<file path="config.mk">
export PLATFORM = sky130hd
export DESIGN_NAME = seq_num_gen_l2
export DESIGN_NICKNAME = d
export VERILOG_FILES = /design/src/rtl/seq_num_gen_l2.sv
export SDC_FILE = /design/constraint.sdc
export NUM_CORES = 1
export LEC_CHECK = 0
export ABC_AREA = 1
export CORE_MARGIN = 10
export CORE_UTILIZATION = 57
export DETAILED_ROUTE_END_ITERATION = 12
export GPL_TIMING_DRIVEN = 0
export PLACE_DENSITY = 0.83
export SLEW_MARGIN = 0
export SYNTH_ARGS = -nofsm -noshare
export SYNTH_HDL_FRONTEND = slang
export SYNTH_SLANG_ARGS = --single-unit
</file>
<file path="constraint.sdc">
create_clock -name clk -period 11 [get_ports clk]
set_clock_uncertainty 0.1 [all_clocks]
set_input_delay 2.2 -clock clk [delete_from_list [all_inputs] [get_ports clk]]
set_output_delay 2.2 -clock clk [all_outputs]
set_load 0.005 [all_outputs]
</file>
<file path="src/rtl/seq_num_gen_l2.sv">
// Fetch-stage sequence-number allocator: hands out numbers in order and
// reclaims them oldest-first, up to p_reclaim_width per cycle, once committed.
module seq_num_gen_l2 #(
  parameter int p_seq_num_bits  = 5,
  parameter int p_reclaim_width = 2
) (
  input  logic                      clk,
  input  logic                      rst,
  output logic [p_seq_num_bits-1:0] alloc_seq_num,
  output logic                      alloc_val,
  input  logic                      alloc_rdy,
  input  logic                      commit_val,
  input  logic [p_seq_num_bits-1:0] commit_seq_num,
  input  logic [31:0]               commit_pc,
  input  logic [4:0]                commit_waddr,
  input  logic [31:0]               commit_wdata,
  input  logic                      commit_wen
);

  localparam int N  = 1 << p_seq_num_bits;
  localparam int KW = $clog2(p_reclaim_width + 1);

  typedef logic [p_seq_num_bits-1:0] seq_t;
  typedef logic [p_seq_num_bits:0]   cnt_t;

  seq_t         head_q, head_d;
  seq_t         tail_q, tail_d;
  logic [N-1:0] alloc_q, alloc_d;
  logic [N-1:0] done_q, done_d;
  cnt_t         entries_allocated, entries_allocated_d;

  logic          fire;
  logic [KW-1:0] reclaim_k;
  logic [N-1:0]  reclaim_mask;
  seq_t          scan_idx;
  logic          scan_run;

  logic unused_commit_fields;
  assign unused_commit_fields = ^{commit_pc, commit_waddr, commit_wdata, commit_wen};

  assign alloc_seq_num = head_q;
  assign alloc_val     = (entries_allocated != cnt_t'(N));
  assign fire          = alloc_val & alloc_rdy;

  // Walk from tail; the first entry that is not allocated-and-done ends the run.
  always_comb begin
    // NOTE: every variable gets a default before any conditional update, so no latch is inferred.
    reclaim_k    = '0;
    reclaim_mask = '0;
    scan_idx     = tail_q;
    scan_run     = 1'b1;
    for (int i = 0; i < p_reclaim_width; i++) begin
      scan_idx = tail_q + seq_t'(i);
      scan_run = scan_run & alloc_q[scan_idx] & done_q[scan_idx];
      if (scan_run) begin
        reclaim_mask[scan_idx] = 1'b1;
        reclaim_k              = reclaim_k + KW'(1);
      end
    end
  end

  always_comb begin
    alloc_d = alloc_q;
    done_d  = done_q;
    if (commit_val && alloc_q[commit_seq_num]) begin
      done_d[commit_seq_num] = 1'b1;
    end
    // Clear after the commit update so a late duplicate commit cannot resurrect a reclaimed slot.
    alloc_d = alloc_d & ~reclaim_mask;
    done_d  = done_d  & ~reclaim_mask;
    if (fire) begin
      alloc_d[head_q] = 1'b1;
    end
    head_d              = head_q + seq_t'(fire);
    tail_d              = tail_q + seq_t'(reclaim_k);
    entries_allocated_d = entries_allocated + cnt_t'(fire) - cnt_t'(reclaim_k);
  end

  always_ff @(posedge clk) begin
    if (rst) begin
      // NOTE: the alloc/done vectors must be reset, since reclaim reads them directly.
      head_q            <= '0;
      tail_q            <= '0;
      alloc_q           <= '0;
      done_q            <= '0;
      entries_allocated <= '0;
    end else begin
      // NOTE: non-blocking assignments so every register samples pre-edge values.
      head_q            <= head_d;
      tail_q            <= tail_d;
      alloc_q           <= alloc_d;
      done_q            <= done_d;
      entries_allocated <= entries_allocated_d;
    end
  end

  // Level 1: allocated number (3 chars); level 2 adds reclaim count (4 chars).
  function automatic string trace(int level);
    string s;
    s = "";
    if (level >= 1) begin
      s = fire ? $sformatf("%3d", int'(head_q)) : "   ";
    end
    if (level >= 2) begin
      s = {s, $sformatf("|-%2d", int'(reclaim_k))};
    end
    return s;
  endfunction

endmodule

</file>
# [Word level (Yosys, flattened, before mapping)]
# Index checks and enable logic that the tools add are counted.
[word_totals] register_bits=80 in_bits=79 output_inout_bits=6 word_cells=59
[op_classes] addsub=6 n_lt_le_gt_ge=8 eq_ne=1 n_mux=24 bitwise=10 reduce_logical=5
[ops] cell="$mux W32" n=4
[ops] cell="$or A32 B32 Y32" n=3
[ops] cell="$and A32 B32 Y32" n=2
[ops] cell="$not A32 Y32" n=1
[ops] cell="$bmux W1 S5" n=5
[ops] cell="$lt A5 B6 Y1 const B" n=4
[ops] cell="$demux W1 S5" n=4
[ops] cell="$ge A5 B1 Y1 const B" n=4
[ops] cell="$mux W1" n=10
[ops] cell="$add A6 B1 Y6" n=1
[ops] cell="$ne A6 B6 Y1 const B" n=1
[ops] cell="$sub A6 B2 Y6" n=1
[ops] cell="$add A5 B1 Y5" n=1
[ops] cell="$add A5 B1 Y5 const B" n=1
[ops] cell="$add A5 B2 Y5" n=1
[ops] cell="$logic_and A1 B1 Y1" n=5
[ops] cell="$and A1 B1 Y1" n=4
[ops] cell="$add A1 B1 Y2 const B" n=1
[ops] cell="$mux W2" n=1

# [Depth between registers and ports, before layout]
# Gate-level depths: netlist of the first run.
[depth] ltp_word=11 depth_mapped=29 mapped_depth_nobuf=24

# [Least setup slack after synthesis of the first run]
# No wires, ideal clock.
[synth_path] path_kind="register to register" startpoint="reg tail_q[0]" endpoint="reg entries_allocated[4]" setup_ps=119 arrival_time_ps=3895 required_time_ps=10781 setup_slack_ps=6886 stages_incl_launch_ff=27 n_path_buf=5 period_less_slack_ps=4114 cell_sequence="dfxtp_1 > inv_2 > buf_6 > buf_6 > buf_6 > ha_1 > inv_1 > clkbuf_1 > nand3_1 > nand3_1 > nand3_1 > a21oi_1 > nor2_2 > and2_1 > buf_2 > ha_1 > ha_1 > inv_1 > ha_1 > inv_1 > fa_1 > nor2_1 > nor2_1 > nor2_1 > nor2_1 > o21ai_0 > a21oi_1"
[synth_between] elab_chain_len=7 word_cells_on_any_way=16 classes_between="add/sub: 3; mux: 10; bitwise: 3"
[synth_lines] item="start: declaration" line_no="27" source="seq_t tail_q, tail_d;"
[synth_lines] item="start signal: assignment" line_no="90" source="tail_q <= tail_d;"
[synth_lines] item="$add A5 B1 Y5 / $bmux W1 S5 (equally long branches)" line_no="53, 54"
[synth_lines] item="$bmux W1 S5 / $mux W1 (equally long branches)" line_no="54" source="scan_run = scan_run & alloc_q[scan_idx] & done_q[scan_idx];"
[synth_lines] item="$mux W1 (not written as such) / $and A1 B1 Y1 (equally long branches)" line_no="54"
[synth_lines] item="$and A1 B1 Y1 / $mux W1 (equally long branches)" line_no="54, 55"
[synth_lines] item="$and A1 B1 Y1 / $add A1 B1 Y2 (equally long branches)" line_no="54, 57"
[synth_lines] item="$mux W2 *" line_no="55" source="if (scan_run) begin"
[synth_lines] item="$sub A6 B2 Y6 *" line_no="76" source="entries_allocated_d = entries_allocated + cnt_t'(fire) - cnt_t'(reclaim_k);"
[synth_lines] item="end signal: assignment" line_no="93" source="entries_allocated <= entries_allocated_d;"
[synth_lines] item="end: declaration" line_no="30" source="cnt_t entries_allocated, entries_allocated_d;"
# Mark *: on every way between the ends. The rest lies on a longest branch, timed or not. The select of a mux whose other input is x is not followed.
# A chain may end at the register's enable or synchronous reset.

# [Final worst setup path of the first run]
[layout_path] startpoint="reg tail_q[1]" endpoint="reg entries_allocated[4]"
# Same word-level chain as after synthesis.

==> flow_summary.toml, run 1 <==
[clocking]
clk_latency_ns = 0.38
cts_tree = "built"
cts_made_buffers = 9
cts_max_path_buffers = 2
cts_setup_buffers = 0
htreeDepth = 3
cts.reportedPaths.clkPinSlew_ns = 0.10
cts-resized-gates = 0
cts-hold-fix-buffers = 0
clock-sinks = 80
cts_root_buf = "clkbuf_8"

[critical_path]
path_class = "reg -> reg"
cp.arrival_ns = 5.34
crit_path_start_kind = "flip-flop"
worstPathMaxFanout = 14
endpoint_kind = "flip-flop"
required_ns = 11.17

[hold_path]
hold_path_class = "reg -> reg"

[power_and_ir_drop]
sequentialPowerShare_pct = 46.5
p_int_uw = 459.0
p_switching_uw = 207.2
power_density_mw_per_mm2 = 103.1
vdd_drop_max_v = 0.0001150
p_clk_share_pct = 35.7
combinationalPowerShare_pct = 17.8
total_leakage_power_uw = 0.002930
p_sw_share_pct = 31.10
power_uw = 666.3

[grt]
grt_first_pass_wirelength_um = 33220
antenna_found_initial = 0
grt_pass1_vias = 6139
grt_overflow = 0
grtUsageTotal_pct = 28.45
grt_max_degree = 15

[yosys]
yosys_register_bits = 80
yosysWarnings = 0
avgSynthCellArea_um2 = 5.901
synth_area_mm2 = 0.005966
synthDistinctLibCells = 30
synth_fp_nets = 1113
syn_inst = 1011
seq_area_frac_synth_pct = 26.85

[run_status]
status = "completed"

[sta]
maxSlewViolCount = 0
setup_tns_ns = 0
fin_crit_sh_pct = 47.01
rsz0062_at_grt = "false"
slew_headroom_pct = 35.71
post-route-min-period_ns = 5.171
holdWs_ns = 0.3742
max_freq_mhz = 193.4
finalSetupViolations = 0
final_hold_viol_count = 0
worst_pin_slew_ns = 0.9570

[place]
dp.cells = 1159
hpwl_um = 15900
place_congestion = 1.020
port_buffers = 12

[floorplanning]
io_pins = 85
rows = 37
core-area_mm2 = 0.01028
die_y_um = 122.3
die_area_mm2 = 0.01496
fp.dieW_um = 122.3
initial_core_util_pct = 58.05

[drt]
vias_per_cell = 5.820
drc = 0
drt-total-wl_um = 21210
vias = 6838
drt_pre_antenna_iters = 7
drtIter0Drc = 1098
drtAntennaViolNets = 0
wire_per_inst_um = 18.05

[flow_run]
cap_violations = 0

[layout]
areaGrowthSynthToFinish_pct = 8.326
post_layout_nonfiller_instances = 1175
antenna_cells = 0
nets = 1136
layout-drive-gt1-share_pct = 7.026
==> cell usage after synthesis <==
cell type | instances | area [µm²]
nor2_1 | 99 | 371.6
a21oi_1 | 56 | 280.3
buf_1 | 2 | 7.510
fa_1 | 2 | 40.04
xor2_2 | 1 | 16.27
buf_2 | 15 | 75.07
nand3_1 | 118 | 590.6
o21ai_0 | 42 | 210.2
nor3_1 | 22 | 110.1
nand4_1 | 20 | 125.1
dfxtp_1 | 80 | 1602
nor4_1 | 1 | 6.260
nor2_4 | 2 | 22.52
nand2_4 | 1 | 11.26
clkinv_1 | 2 | 7.510
xnor2_1 | 1 | 8.760
buf_6 | 11 | 123.9
o21ai_1 | 15 | 75.07
buf_4 | 6 | 45.04
inv_1 | 126 | 473.0
o22ai_1 | 15 | 93.84
ha_1 | 21 | 262.8
and2_1 | 1 | 6.260
nand3_2 | 11 | 110.1
o21a_1 | 1 | 7.510
clkbuf_1 | 11 | 41.29
nand2_1 | 319 | 1197
inv_2 | 7 | 26.28
nand2_2 | 1 | 6.260
nor2_2 | 2 | 12.51
==> per-stage QoR <==
stage / area, µm² / util, % / setup WS (ns)
floorplan: 5966 / - / 6.886
global placement: 6256 / 60.87 / 6.082
detailed placement: 6256 / 60.87 / 6.023
CTS: 6462 / 62.88 / 6.012
global route: 6462 / 62.88 / 5.585
finish: 6462 / 62.88 / 5.829
==> cells by family (layout without fill, tap and decap cells) <==
| group | count (synthesis) | in the layout | share of synthesized area (%) |
|---|---|---|---|
| DFF | 80 | 80 | 26.85 |
| xor gates and xnor gates | 2 | 2 | 0.4196 |
| AOI/OAI and AO/OA | 129 | 129 | 11.18 |
| adders and majority gates | 23 | 23 | 5.075 |
| and+or+nand+nor | 597 | 597 | 43.08 |
| buffers and inverters | 180 | 208 | 13.40 |
==> sequential cells by signal (all words and copies together) (netlist names) <==
| name | count |
|---|---|
| alloc_q | 32 |
| entries_allocated | 6 |
| alloc_seq_num | 5 |
| done_q | 32 |
| tail_q | 5 |
==> cells in the final DEF, fill, tap and decap left out, drive strengths merged, types with 2 or more instances in the layout <==
master           n
a21oi           56
nor3            22
nor2           103
buf             34
fa               2
nand2          321
nand4           20
o22ai           15
clkbuf          22
inv            133
clkdlybuf4s50   12
clkinv           4
dfxtp           80
ha              21
o21ai           57
clkinvlp         2
nand3          129
==> power by group through the flow <==
stage	Sequential (µW)	Clock [µW]	Combinational, µW
floorplan	314	0	81.4
global placement	315	0	113
detailed placement	316	0	116
CTS	310	236	117
global route	312	248	135
finish	310	238	119
==> critical path: stages (launching register included) <==
cell	delay, ns
dfxtp_1	0.38
buf_4	0.21
inv_2	0.20
buf_4	0.32
ha_1	0.36
inv_1	0.10
clkbuf_1	0.61
nand3_1	0.16
nand3_1	0.14
nand3_1	0.09
a21oi_1	0.20
nor2_2	0.09
and2_1	0.15
buf_2	0.17
ha_1	0.32
ha_1	0.30
inv_1	0.06
ha_1	0.15
inv_1	0.06
fa_1	0.39
nor2_1	0.12
nor2_1	0.05
nor2_1	0.09
nor2_1	0.06
o21ai_0	0.13
a21oi_1	0.05
==> final cells by class <==
type	instances	area [µm²]
Buffer	45	292.8
Fill cell	1064	3815
Inverter	135	506.7
Clock inverter	5	55.05
Timing Repair Buffer	12	120.1
Clock buffer	11	151.4
Tap cell	136	170.2
Sequential cell	80	1602
Multi-Input combinational cell	751	3565
==> final timing paths <==
check                           startpoint                   end  slack (ns)  depth (start not counted)
worst max-delay path             tail_q[1]  entries_allocated[4]        5.83                         25
worst min-delay path            done_q[20]            done_q[20]        0.37                          2
worst max register to register   tail_q[1]  entries_allocated[4]        5.83                         25
worst min register to register  done_q[20]            done_q[20]        0.37                          2
==> per-layer routing <==
metal / part of all wire, % / track usage [%] / vias up
li1: - / - / 3275
met1: 41 / 37.23 / 3046
met2: 42 / 43.10 / 451
met3: 14 / 8.264 / 66
met4: 3.3 / 11.56 / 0
met5: 0 / 0 / -
(Power assumes the default switching activity.)
==> run 2, diff against run 1 <==
Settings changed: CORE_UTILIZATION 57 to 50, PLACE_DENSITY 0.83 to 0.77.
Clock period 11 ns to 4.56 ns, I/O delays scaled along.
==> flow_summary.toml, run 2 (same netlist as run 1, synthesis figures left out) <==
[floorplanning]
die_area_mm2 = 0.01670
die_y_um = 129.2
rows = 39
io_pins = 85
initial_core_util_pct = 51.58
fp.dieW_um = 129.2
core-area_mm2 = 0.01156

[grt]
antenna_found_initial = 0
grt_overflow = 0
grt_pass1_vias = 5959
grtUsageTotal_pct = 25.14
grt_first_pass_wirelength_um = 32450
grt_max_degree = 15

[clocking]
cts_root_buf = "clkbuf_16"
cts_tree = "built"
cts_made_buffers = 9
clk_latency_ns = 0.35
cts-hold-fix-buffers = 0
cts.reportedPaths.clkPinSlew_ns = 0.06
clock-sinks = 80
cts_max_path_buffers = 2
htreeDepth = 3

[sta]
final_hold_viol_count = 0
holdWs_ns = 0.3709
finalSetupViolations = 0
max_freq_mhz = 237.3
maxSlewViolCount = 0
post-route-min-period_ns = 4.214
fin_crit_sh_pct = 92.41
worst_pin_slew_ns = 0.9250
slew_headroom_pct = 37.86

[power_and_ir_drop]
p_sw_share_pct = 27.16
total_leakage_power_uw = 0.003028
power_uw = 1965
p_clk_share_pct = 46.7
sequentialPowerShare_pct = 38.0
combinationalPowerShare_pct = 15.2
vdd_drop_max_v = 0.0002782
p_switching_uw = 533.9
p_int_uw = 1431
power_density_mw_per_mm2 = 293.9

[hold_path]
hold_start = "alloc_q[25]"
hold_path_class = "reg -> reg"

[drt]
drtAntennaViolNets = 0
drtIter0Drc = 994
vias_per_cell = 5.748
drc = 0
drt-total-wl_um = 21180
drt_pre_antenna_iters = 7
wire_per_inst_um = 17.91
vias = 6800

[layout]
areaGrowthSynthToFinish_pct = 12.10
nets = 1137
layout_commonest_cell = "nand2_1"
n_fill_cell = 1181
reg_top3 = "alloc_q (32), done_q (32), entries_allocated (6)"
antenna_cells = 0
layout-drive-gt1-share_pct = 7.788
layout_common_cells = "318 x nand2_1, 126 x inv_1, 118 x nand3_1, 99 x nor2_1, 78 x dfxtp_1"
utilization_pct = 57.83

[critical_path]
path_class = "reg -> reg"
cp.arrival_ns = 4.35
crit_top_cell = "nor2_1"
crit_path_start_kind = "flip-flop"
crit_slowest_cell = "dfxtp_4"
worstPathMaxFanout = 14
endpoint_kind = "flip-flop"
critPathLaunch = "tail_q[1]"
reg2reg_from = "tail_q[1]"
crit_family = "buffers and inverters"
crit_buf_inv = 8
rrSetupSlack_ns = 0.35
slowest_delay_ns = 0.37
required_ns = 4.70

[flow_run]
cap_violations = 0

[place]
place_congestion = 1.085
hpwl_um = 15910
port_buffers = 12

[run_status]
status = "completed"
-- run 2: repair_timing --
item / in CTS / in global routing
setup endpoints to repair: 5 / 3
pin swaps: 0 / 3
resized for setup: 7 / 14
buffers inserted: 0 / 2
-- run 2: worst paths after layout --
| check | endpoint | cells after the start |
|---|---|---|
| worst max-delay path | entries_allocated[5] | 27 |
| worst min-delay path | alloc_q[25] | 2 |
| worst max register to register | entries_allocated[5] | 27 |
| worst min register to register | alloc_q[25] | 2 |
-- run 2: routing by layer --
layer  routed length (µm)  global-route usage [%]
met5                    0                       0
met3                 2778                   7.300
met1                 8891                   33.47
met2                 8762                   37.17
met4                  751                   10.50
-- run 2: area by class of cell --
cell class	instances	area, µm²	area share, %
Multi-Input combinational cell	751	3580	53.53
Sequential cell	80	1609	24.06
Inverter	135	513.0	7.671
Buffer	44	304.0	4.546
Clock buffer	9	225.2	3.368
Tap cell	143	178.9	2.675
Clock inverter	7	142.6	2.133
Timing Repair Buffer	14	135.1	2.021
-- run 2: power by group through the flow --
| stage | Clock [µW] | Combinational [µW] | Sequential (µW) |
|---|---|---|---|
| 6_report | 918 | 300 | 748 |
| 5_1_grt | 944 | 348 | 750 |
| 4_1_cts | 913 | 278 | 748 |
| 3_5_place_dp | 0 | 277 | 764 |
| 3_3_place_gp | 0 | 270 | 764 |
| 2_1_floorplan | 0 | 196 | 758 |
-- run 2: worst register-to-register path: stages, from the launching register on --
cell and delay [ns]:
dfxtp_4 0.37, buf_6 0.15, inv_4 0.13, buf_8 0.21, ha_4 0.25, inv_1 0.09
buf_6 0.17, a21oi_1 0.06, o21ai_0 0.09, nand3_1 0.10, nand3_1 0.11, nand2_2 0.09
nor2_1 0.15, and2_1 0.13, buf_2 0.18, ha_1 0.21, inv_1 0.09, ha_1 0.30
ha_1 0.29, a21oi_1 0.14, nor2_1 0.05, nor2_1 0.16, nor2_1 0.06, nor2_1 0.08
nor2_1 0.05, nor2_1 0.15, buf_4 0.13, a21oi_1 0.05
-- run 2: metrics by stage --
step / instance area (µm²) / setup slack (ns) / std cells / setup TNS [ns]
after floorplan: 5966 / 0.4461 / 1011 / 0
after global placement: 6265 / -0.3433 / 1166 / -0.6912
after detailed placement: 6265 / -0.3665 / 1166 / -0.7589
after CTS: 6646 / 0.01833 / 1182 / 0
after global routing: 6688 / -0.03325 / 1183 / -0.03325
final: 6688 / 0.3460 / 1183 / 0
